### src/rtl/interp_ctrl.sv
// interp_ctrl: sequences the NB-IoT channel-estimation interpolation datapath
//   (one preload step, then NUM_PAIRS output steps of two subcarriers each).
// Latency: start at t -> PRE at t+1 -> first out_vld at t+2 -> done at t+7 without stalls.
// Backpressure: eq_ready=0 in OUT freezes state, pair counter and every output;
//   PRE never stalls.
// Ports:
//   clk, rst          clock, asynchronous active-high reset
//   start, eq_ready   pilot-set-valid pulse, equalizer accept
//   busy, done        sequence active, last pair accepted (gated by eq_ready)
//   s1a/s1b/s2a/s2b   adder operand selects
//   s_h1/s_h2         output mux selects
//   en_reg_*          datapath register enables (PRE only)
//   out_vld, sc_idx   output pair valid, subcarrier index on h_eqlz_1
//   err               sticky protocol error, built only with INTERP_CTRL_ERR_EN
module interp_ctrl #(
  parameter int NUM_PAIRS = 6,
  parameter int CNT_W     = 3
) (
  input  logic       clk,
  input  logic       rst,
  input  logic       start,
  input  logic       eq_ready,
  output logic       busy,
  output logic [1:0] s1a,
  output logic [1:0] s1b,
  output logic [1:0] s2a,
  output logic [1:0] s2b,
  output logic [1:0] s_h1,
  output logic [1:0] s_h2,
  output logic       en_reg_h6,
  output logic       en_reg_2h6,
  output logic       en_reg_5h9,
  output logic       out_vld,
  output logic [3:0] sc_idx,
  output logic       done,
  output logic       err
);

  typedef enum logic [1:0] {
    ST_IDLE = 2'd0,
    ST_PRE  = 2'd1,
    ST_OUT  = 2'd2
  } state_t;

  localparam logic [CNT_W-1:0] LAST_CNT = CNT_W'(NUM_PAIRS - 1);

  state_t           state_q, state_d;
  logic [CNT_W-1:0] cnt_q, cnt_d;
  logic             last_acc;

  // Final pair handed to the equalizer this cycle; also the only cycle in
  // which a new start is accepted while busy (back-to-back sets).
  assign last_acc = (state_q == ST_OUT) && eq_ready && (cnt_q == LAST_CNT);

  always_ff @(posedge clk or posedge rst) begin
    if (rst) begin
      state_q <= ST_IDLE;
      cnt_q   <= '0;
    end else begin
      state_q <= state_d;
      cnt_q   <= cnt_d;
    end
  end

  // Next-state logic
  always_comb begin
    state_d = state_q;
    cnt_d   = cnt_q;
    case (state_q)
      ST_IDLE: begin
        if (start) state_d = ST_PRE;
      end
      ST_PRE: begin
        state_d = ST_OUT;
        cnt_d   = '0;
      end
      ST_OUT: begin
        if (eq_ready) begin
          if (cnt_q == LAST_CNT) begin
            state_d = start ? ST_PRE : ST_IDLE;
            cnt_d   = '0;
          end else begin
            cnt_d = cnt_q + CNT_W'(1);
          end
        end
      end
      default: begin
        state_d = ST_IDLE;
        cnt_d   = '0;
      end
    endcase
  end

  // Moore output decode of state and pair counter
  always_comb begin
    s1a        = 2'd0;
    s1b        = 2'd0;
    s2a        = 2'd0;
    s2b        = 2'd0;
    s_h1       = 2'd0;
    s_h2       = 2'd0;
    en_reg_h6  = 1'b0;
    en_reg_2h6 = 1'b0;
    en_reg_5h9 = 1'b0;
    out_vld    = 1'b0;
    sc_idx     = 4'd0;
    case (state_q)
      ST_PRE: begin
        // Load h6, 2*h6 and 5*h9 products used by the interior/extrapolated pairs.
        s1a        = 2'd1;
        s1b        = 2'd2;
        s2a        = 2'd2;
        s2b        = 2'd1;
        en_reg_h6  = 1'b1;
        en_reg_2h6 = 1'b1;
        en_reg_5h9 = 1'b1;
      end
      ST_OUT: begin
        out_vld = 1'b1;
        sc_idx  = 4'({cnt_q, 1'b0});
        case (cnt_q)
          3'd0: begin
            s_h2 = 2'd2;
          end
          3'd1: begin
            s_h1 = 2'd2;
          end
          3'd2: begin
            s1a = 2'd2; s1b = 2'd1; s2a = 2'd1; s2b = 2'd2;
            s_h1 = 2'd3; s_h2 = 2'd1;
          end
          3'd3: begin
            s1a = 2'd2; s1b = 2'd1; s2a = 2'd1; s2b = 2'd2;
            s_h1 = 2'd1; s_h2 = 2'd3;
          end
          3'd4: begin
            s1a = 2'd3; s1b = 2'd3; s2a = 2'd3; s2b = 2'd3;
            s_h1 = 2'd3; s_h2 = 2'd1;
          end
          3'd5: begin
            // Subcarriers 10/11 lie beyond h9 and are extrapolated.
            s1a = 2'd3; s1b = 2'd3; s2a = 2'd0; s2b = 2'd3;
            s_h1 = 2'd2; s_h2 = 2'd3;
          end
          default: begin
            s1a = 2'd0;
          end
        endcase
      end
      default: begin
        out_vld = 1'b0;
      end
    endcase
  end

  assign busy = (state_q != ST_IDLE);
  assign done = last_acc;

`ifdef INTERP_CTRL_ERR_EN
  logic err_q, err_d;

  // A start while busy is a protocol violation unless it lands on the
  // last-pair accept cycle, where it chains the next set.
  always_comb begin
    err_d = err_q;
    if (start && busy && !last_acc) err_d = 1'b1;
  end

  always_ff @(posedge clk or posedge rst) begin
    if (rst) err_q <= 1'b0;
    else     err_q <= err_d;
  end

  assign err = err_q;
`else
  assign err = 1'b0;
`endif

endmodule

### config.mk
export PLATFORM = sky130hd
export DESIGN_NAME = interp_ctrl
export DESIGN_NICKNAME = d
export VERILOG_FILES = /design/src/rtl/interp_ctrl.sv
export SDC_FILE = /design/constraint.sdc
export NUM_CORES = 1
export LEC_CHECK = 0
export CAP_MARGIN = 0
export CELL_PAD_IN_SITES_DETAIL_PLACEMENT = 0
export CELL_PAD_IN_SITES_GLOBAL_PLACEMENT = 2
export CORE_MARGIN = 2
export CORE_UTILIZATION = 24
export DETAILED_ROUTE_END_ITERATION = 8
export PLACE_DENSITY = 0.83
export SYNTH_ARGS = -nofsm -noshare
export SYNTH_HDL_FRONTEND = slang
export SYNTH_SLANG_ARGS = --single-unit
### constraint.sdc
create_clock -name clk -period 3.35 [get_ports clk]
set_input_delay 0.67 -clock clk [delete_from_list [all_inputs] [get_ports clk]]
set_output_delay 0.67 -clock clk [all_outputs]
set_load 0.005 [all_outputs]
* Word-level counts from Yosys, hierarchy flattened
Index checks and enable logic that the tools add are counted.
** Word-level totals
- Register bits :: 5
- Input port bits :: 4
- Output and inout port bits :: 23
** Operators by class
- Add/subtract/negate cells :: 1
- Equal/unequal tests :: 10
- Muxes and demuxes :: 21
- Bitwise operators :: 1
- Reduce and logical (&&, ||, !) cells :: 12
** Operators with widths (count)
- $pmux W2 S2 :: 6
- $pmux W2 S3 :: 3
- $mux W2 :: 5
- $reduce_or A2 Y1 :: 5
- $eq A3 B2 Y1 const B :: 2
- $eq A3 B3 Y1 const B :: 2
- $mux W3 :: 2
- $pmux W3 S2 :: 1
- $mux W4 :: 1
- $ne A2 B2 Y1 const B :: 2
- $add A3 B1 Y3 const B :: 1
- $eq A3 B1 Y1 const B :: 1
- $logic_not A3 Y1 :: 1
- $mux W1 :: 3
- $reduce_and A3 Y1 :: 1
- $eq A2 B1 Y1 const B :: 1
- $eq A2 B2 Y1 const B :: 1
- $logic_and A1 B1 Y1 :: 2
- $logic_not A2 Y1 :: 1
- $ne A2 B1 Y1 const B :: 1
- $reduce_and A2 Y1 :: 1
- $reduce_bool A2 Y1 :: 1
- $not A1 Y1 :: 1

* Longest topological paths before layout
Gate-level depths: netlist of run 1.
- Word-level depth :: 4
- Mapped depth :: 6
- Depth with buffers taken out :: 5

* Worst setup path before layout of run 1
Ideal clock, no wire load.
- Path kind :: reg2out
- From :: reg state_q[0]
- To :: out s1b[0]
- Arrival :: 1.346 ns
- Slack :: 1.334 ns
- Stages on the path, launching flop included :: 7
- Cells stage by stage :: dfrtp_1 > inv_1 > ha_1 > buf_4 > nand2_1 > a21oi_1 > buf_4
** Between the ends
- Word-level cells in the longest chain between the ends :: 2
- Elaborated cells between the ends (all ways) :: 3
** Ends and longest elaborated chain
- start: declaration :: RTL line 47 : state_t state_q, state_d;
- start signal: assignment :: RTL line 60 : state_q <= state_d;
- $eq A2 B2 Y1 or $eq A2 B1 Y1 (tied branches) :: RTL line 107 : case (state_q)
- $pmux W2 S2 * :: RTL line 107
- end: declaration :: RTL line 25 : output logic [1:0] s1b,
Mark *: on every way between the ends. The rest lies on a longest branch, timed or not.

* Final worst setup path of run 1
- From :: reg state_q[0]
- To :: out s2a[1]
** Between the ends
- Word-level cells in the longest chain between the ends :: 2
- Elaborated cells between the ends (all ways) :: 3
** Ends and longest elaborated chain
- $eq A2 B2 Y1 or $eq A2 B1 Y1 (tied branches) :: RTL line 107
- $pmux W2 S2 * :: RTL line 107
- end: declaration :: RTL line 26 : output logic [1:0] s2a,
Marks and branches as above.

==> reports/metrics.yaml, run 1 <==
power_and_ir_drop:
  p_leak_nw: 0.390
  peakVddDrop_mv: 0.419
  pwr_density_cell_nw_per_um2: 574
global_route:
  antenna_found_initial: 0
  grt_overflow: 0
  grt_pass1_wl_microns: 2280
  grt_max_degree: 18
  grt_usage: 0.107
  first_global_vias: 553
clocking:
  cts_max_level: 1
  clk_latency_ps: 240
  cts_hold_buf: 0
  clockBufferDepth: 2
  cts_buffers: 3
  cts-root-buf: "clkbuf_4"
  cts_tree: "built"
  cts_sinks: 5
  ctsResizeCount: 0
  path_clk_slew_ps: 40
  post_cts.repair.setup_buffers: 0
final_layout:
  synthToLayoutAreaGrowth_pct: 35.2
  nets: 101
  fillerInstances: 272
  drive_gt1_frac: 0.0879
  antenna_cells: 0
die:
  coreArea_sq_um: 2450
  placementRows: 18
  io_pins: 27
  start_util: 0.250
  die-area_sq_um: 2980
  die_x_microns: 54.6
  fp.dieH_microns: 54.6
sta:
  rsz0062_at_grt: "no"
  final_hold_viol_count: 0
  setup_tns_ps: 0
  hold_ws_ps: 581
  period_minus_slack_ps: 2870
  skew_ps: 2.14
  report.final.setup_viol: 0
  fin_crit_sh: 0.857
  max_freq_mhz: 348
  slew_violations: 0
drt:
  vias_per_cell: 4.42
  wl_per_cell_microns: 11.5
  vias: 535
  final_antenna_net_count: 0
  drt_iter0_drc: 5
  wirelength_microns: 1390
  drc: 0
  drtPass1Iterations: 3
critical_path:
  startpoint_type: "flop"
  critPathRequiredTime_ps: 2680
  critPathArrivalTime_ps: 2200
  cp_max_fo: 17
  crit_chain: "inv_1, ha_1, nand2_1, nor3_1, o21a_1, clkdlybuf4s50_1"
  slowest_delay_ps: 490
  worstSetupPathType: "flop to primary output"
  crit_slowest_cell: "clkdlybuf4s50_1"
  end_kind: "primary output"
  crit_buf_inv: 2
  cp_top_family: "buffers and inverters"
yosys:
  synth_seq_cells: 5
  yosysWarnings: 0
  seq_area_frac_synth: 0.204
  syn_area_sq_um: 614
  ys_types: 33
  syn_inst: 74
  syn_area_per_cell_sq_um: 8.30
outcome:
  status: "finished, final reports clean"
job:
  cap_violations: 0
placed_design:
  place.gp.congestion: 0.703
  io_buffers: 24
  hpwl_microns: 1100
worst_hold_path:
  hold_path.class: "flop to flop"
worst register-to-register path, delay by kind of cell (launching register included):
family | cells | cell delay [ps]
AND/OR/NAND/NOR | 3 | 480
AO/OA/AOI/OAI | 1 | 270
flip-flops | 1 | 520
adder cells (fa/ha/maj) | 1 | 290
through the flow:
stage | cell area, sq um | utilization | instances | setup slack, ps | power [mW]
after global routing | 831 | 0.338 | 121 | 251 | 0.522
final | 831 | 0.338 | 121 | 479 | 0.477
after CTS | 831 | 0.338 | 121 | 461 | 0.484
after detailed placement | 805 | 0.328 | 117 | 722 | 0.410
after floorplan | 618 | - | 75 | 1330 | 0.298
after global placement | 805 | 0.328 | 117 | 727 | 0.404
registers in the layout, summed over array words and instances, names as in the netlist:
name and count:
cnt_q 3, state_q 2
placed cells by master, fill, tap and decap left out:
cell type and instances:
a21boi_0 1, a21boi_1 1, a21oi_1 1, a221o_1 1, a22o_1 1, a2bb2oi_2 1, and2_1 5, and3_1 3
clkbuf_1 1, clkbuf_4 3, clkdlybuf4s50_1 24, conb_1 2, dfrtp_1 5, ha_1 5, inv_1 7, inv_2 1
mux2_4 1, mux2i_1 1, nand2_1 4, nand2b_1 1, nand3_1 1, nand4b_2 1, nor2_1 1, nor2b_1 3
nor3_1 1, nor3b_1 1, o21a_1 2, o21ai_0 2, o21ai_1 5, o22ai_1 1, o41ai_2 1, or3_1 1
xnor2_1 2
cell type report:
cell class	count	area (sq um)	share of cell area
Inverter	8	30.0	0.0361
Timing Repair Buffer	24	240	0.289
Sequential cell	5	125	0.151
Multi-Input combinational cell	50	372	0.447
Clock buffer	4	26.3	0.0316
Tap cell	30	37.5	0.0452
path summary, 6_finish.rpt:
kind                             from          to  slack, ps  depth (start not counted)
min reg2reg                state_q[1]  state_q[1]        580                          1
min                        state_q[1]  state_q[1]        580                          1
max reg2reg                  cnt_q[1]    cnt_q[2]       1680                          5
max                        state_q[0]      s2a[1]        480                          6
min in group asynchronous         rst  state_q[1]        620                          2
max in group asynchronous         rst    cnt_q[1]       2560                          2
cells in the mapped netlist, drive strengths merged:
| cell | count | area [sq um] |
|---|---|---|
| and2 | 5 | 31.3 |
| o21ai | 7 | 35.0 |
| and3 | 3 | 18.8 |
| nor3b | 1 | 7.51 |
| buf | 12 | 91.3 |
| dfrtp | 5 | 125 |
| mux2i | 1 | 10.0 |
| nand3 | 1 | 5.00 |
| a22o | 1 | 8.76 |
| nand4b | 1 | 15.0 |
| or3 | 1 | 6.26 |
| a221o | 1 | 10.0 |
| mux2 | 1 | 15.0 |
| o21a | 2 | 15.0 |
| nand2 | 4 | 15.0 |
| a2bb2oi | 1 | 15.0 |
| o22ai | 1 | 6.26 |
| a21oi | 1 | 5.00 |
| inv | 8 | 30.0 |
| o41ai | 1 | 16.3 |
| conb | 1 | 3.75 |
| a21boi | 2 | 15.0 |
| nor3 | 1 | 5.00 |
| ha | 5 | 62.6 |
| nand2b | 1 | 6.26 |
| nor2b | 3 | 18.8 |
| xnor2 | 2 | 17.5 |
| nor2 | 1 | 3.75 |
layer usage:
metal	GRT usage	part of all wire	routed length, microns
met3	0.0410	0.055	77
met5	0	0	0
met1	0.123	0.43	593
met2	0.179	0.51	708
met4	0.0375	0.010	14
kinds of logic (layout without fill, tap and decap cells):
logic type,Yosys count,in the layout,share of synthesized area
buf+inv,20,36,0.198
mux,2,2,0.0407
xor+xnor,2,2,0.0285
other cells,1,2,0.00610
flops,5,5,0.204
compound gates,17,17,0.206
fa+ha+maj,5,5,0.102
simple gates,22,22,0.216
where the power goes:
part | leakage [nW] | switching (mW) | internal (mW) | total (mW)
Sequential | 0.0672 | 0.0299 | 0.0762 | 0.106
Clock | 0.0150 | 0.0261 | 0.0451 | 0.0712
Combinational | 0.308 | 0.129 | 0.171 | 0.300
Total | 0.390 | 0.185 | 0.292 | 0.477
No activity file was read; power rests on OpenSTA's default activity.
==> run 2, diff against run 1 <==
--- a/config.mk
+++ b/config.mk
@@ -12,6 +12,7 @@
 export CORE_UTILIZATION = 24
 export DETAILED_ROUTE_END_ITERATION = 8
 export PLACE_DENSITY = 0.83
+export SLEW_MARGIN = 20
 export SYNTH_ARGS = -nofsm -noshare
 export SYNTH_HDL_FRONTEND = slang
 export SYNTH_SLANG_ARGS = --single-unit
==> results of run 2 <==
Same layout as run 1: the final DEF is identical, and so are final timing and power.
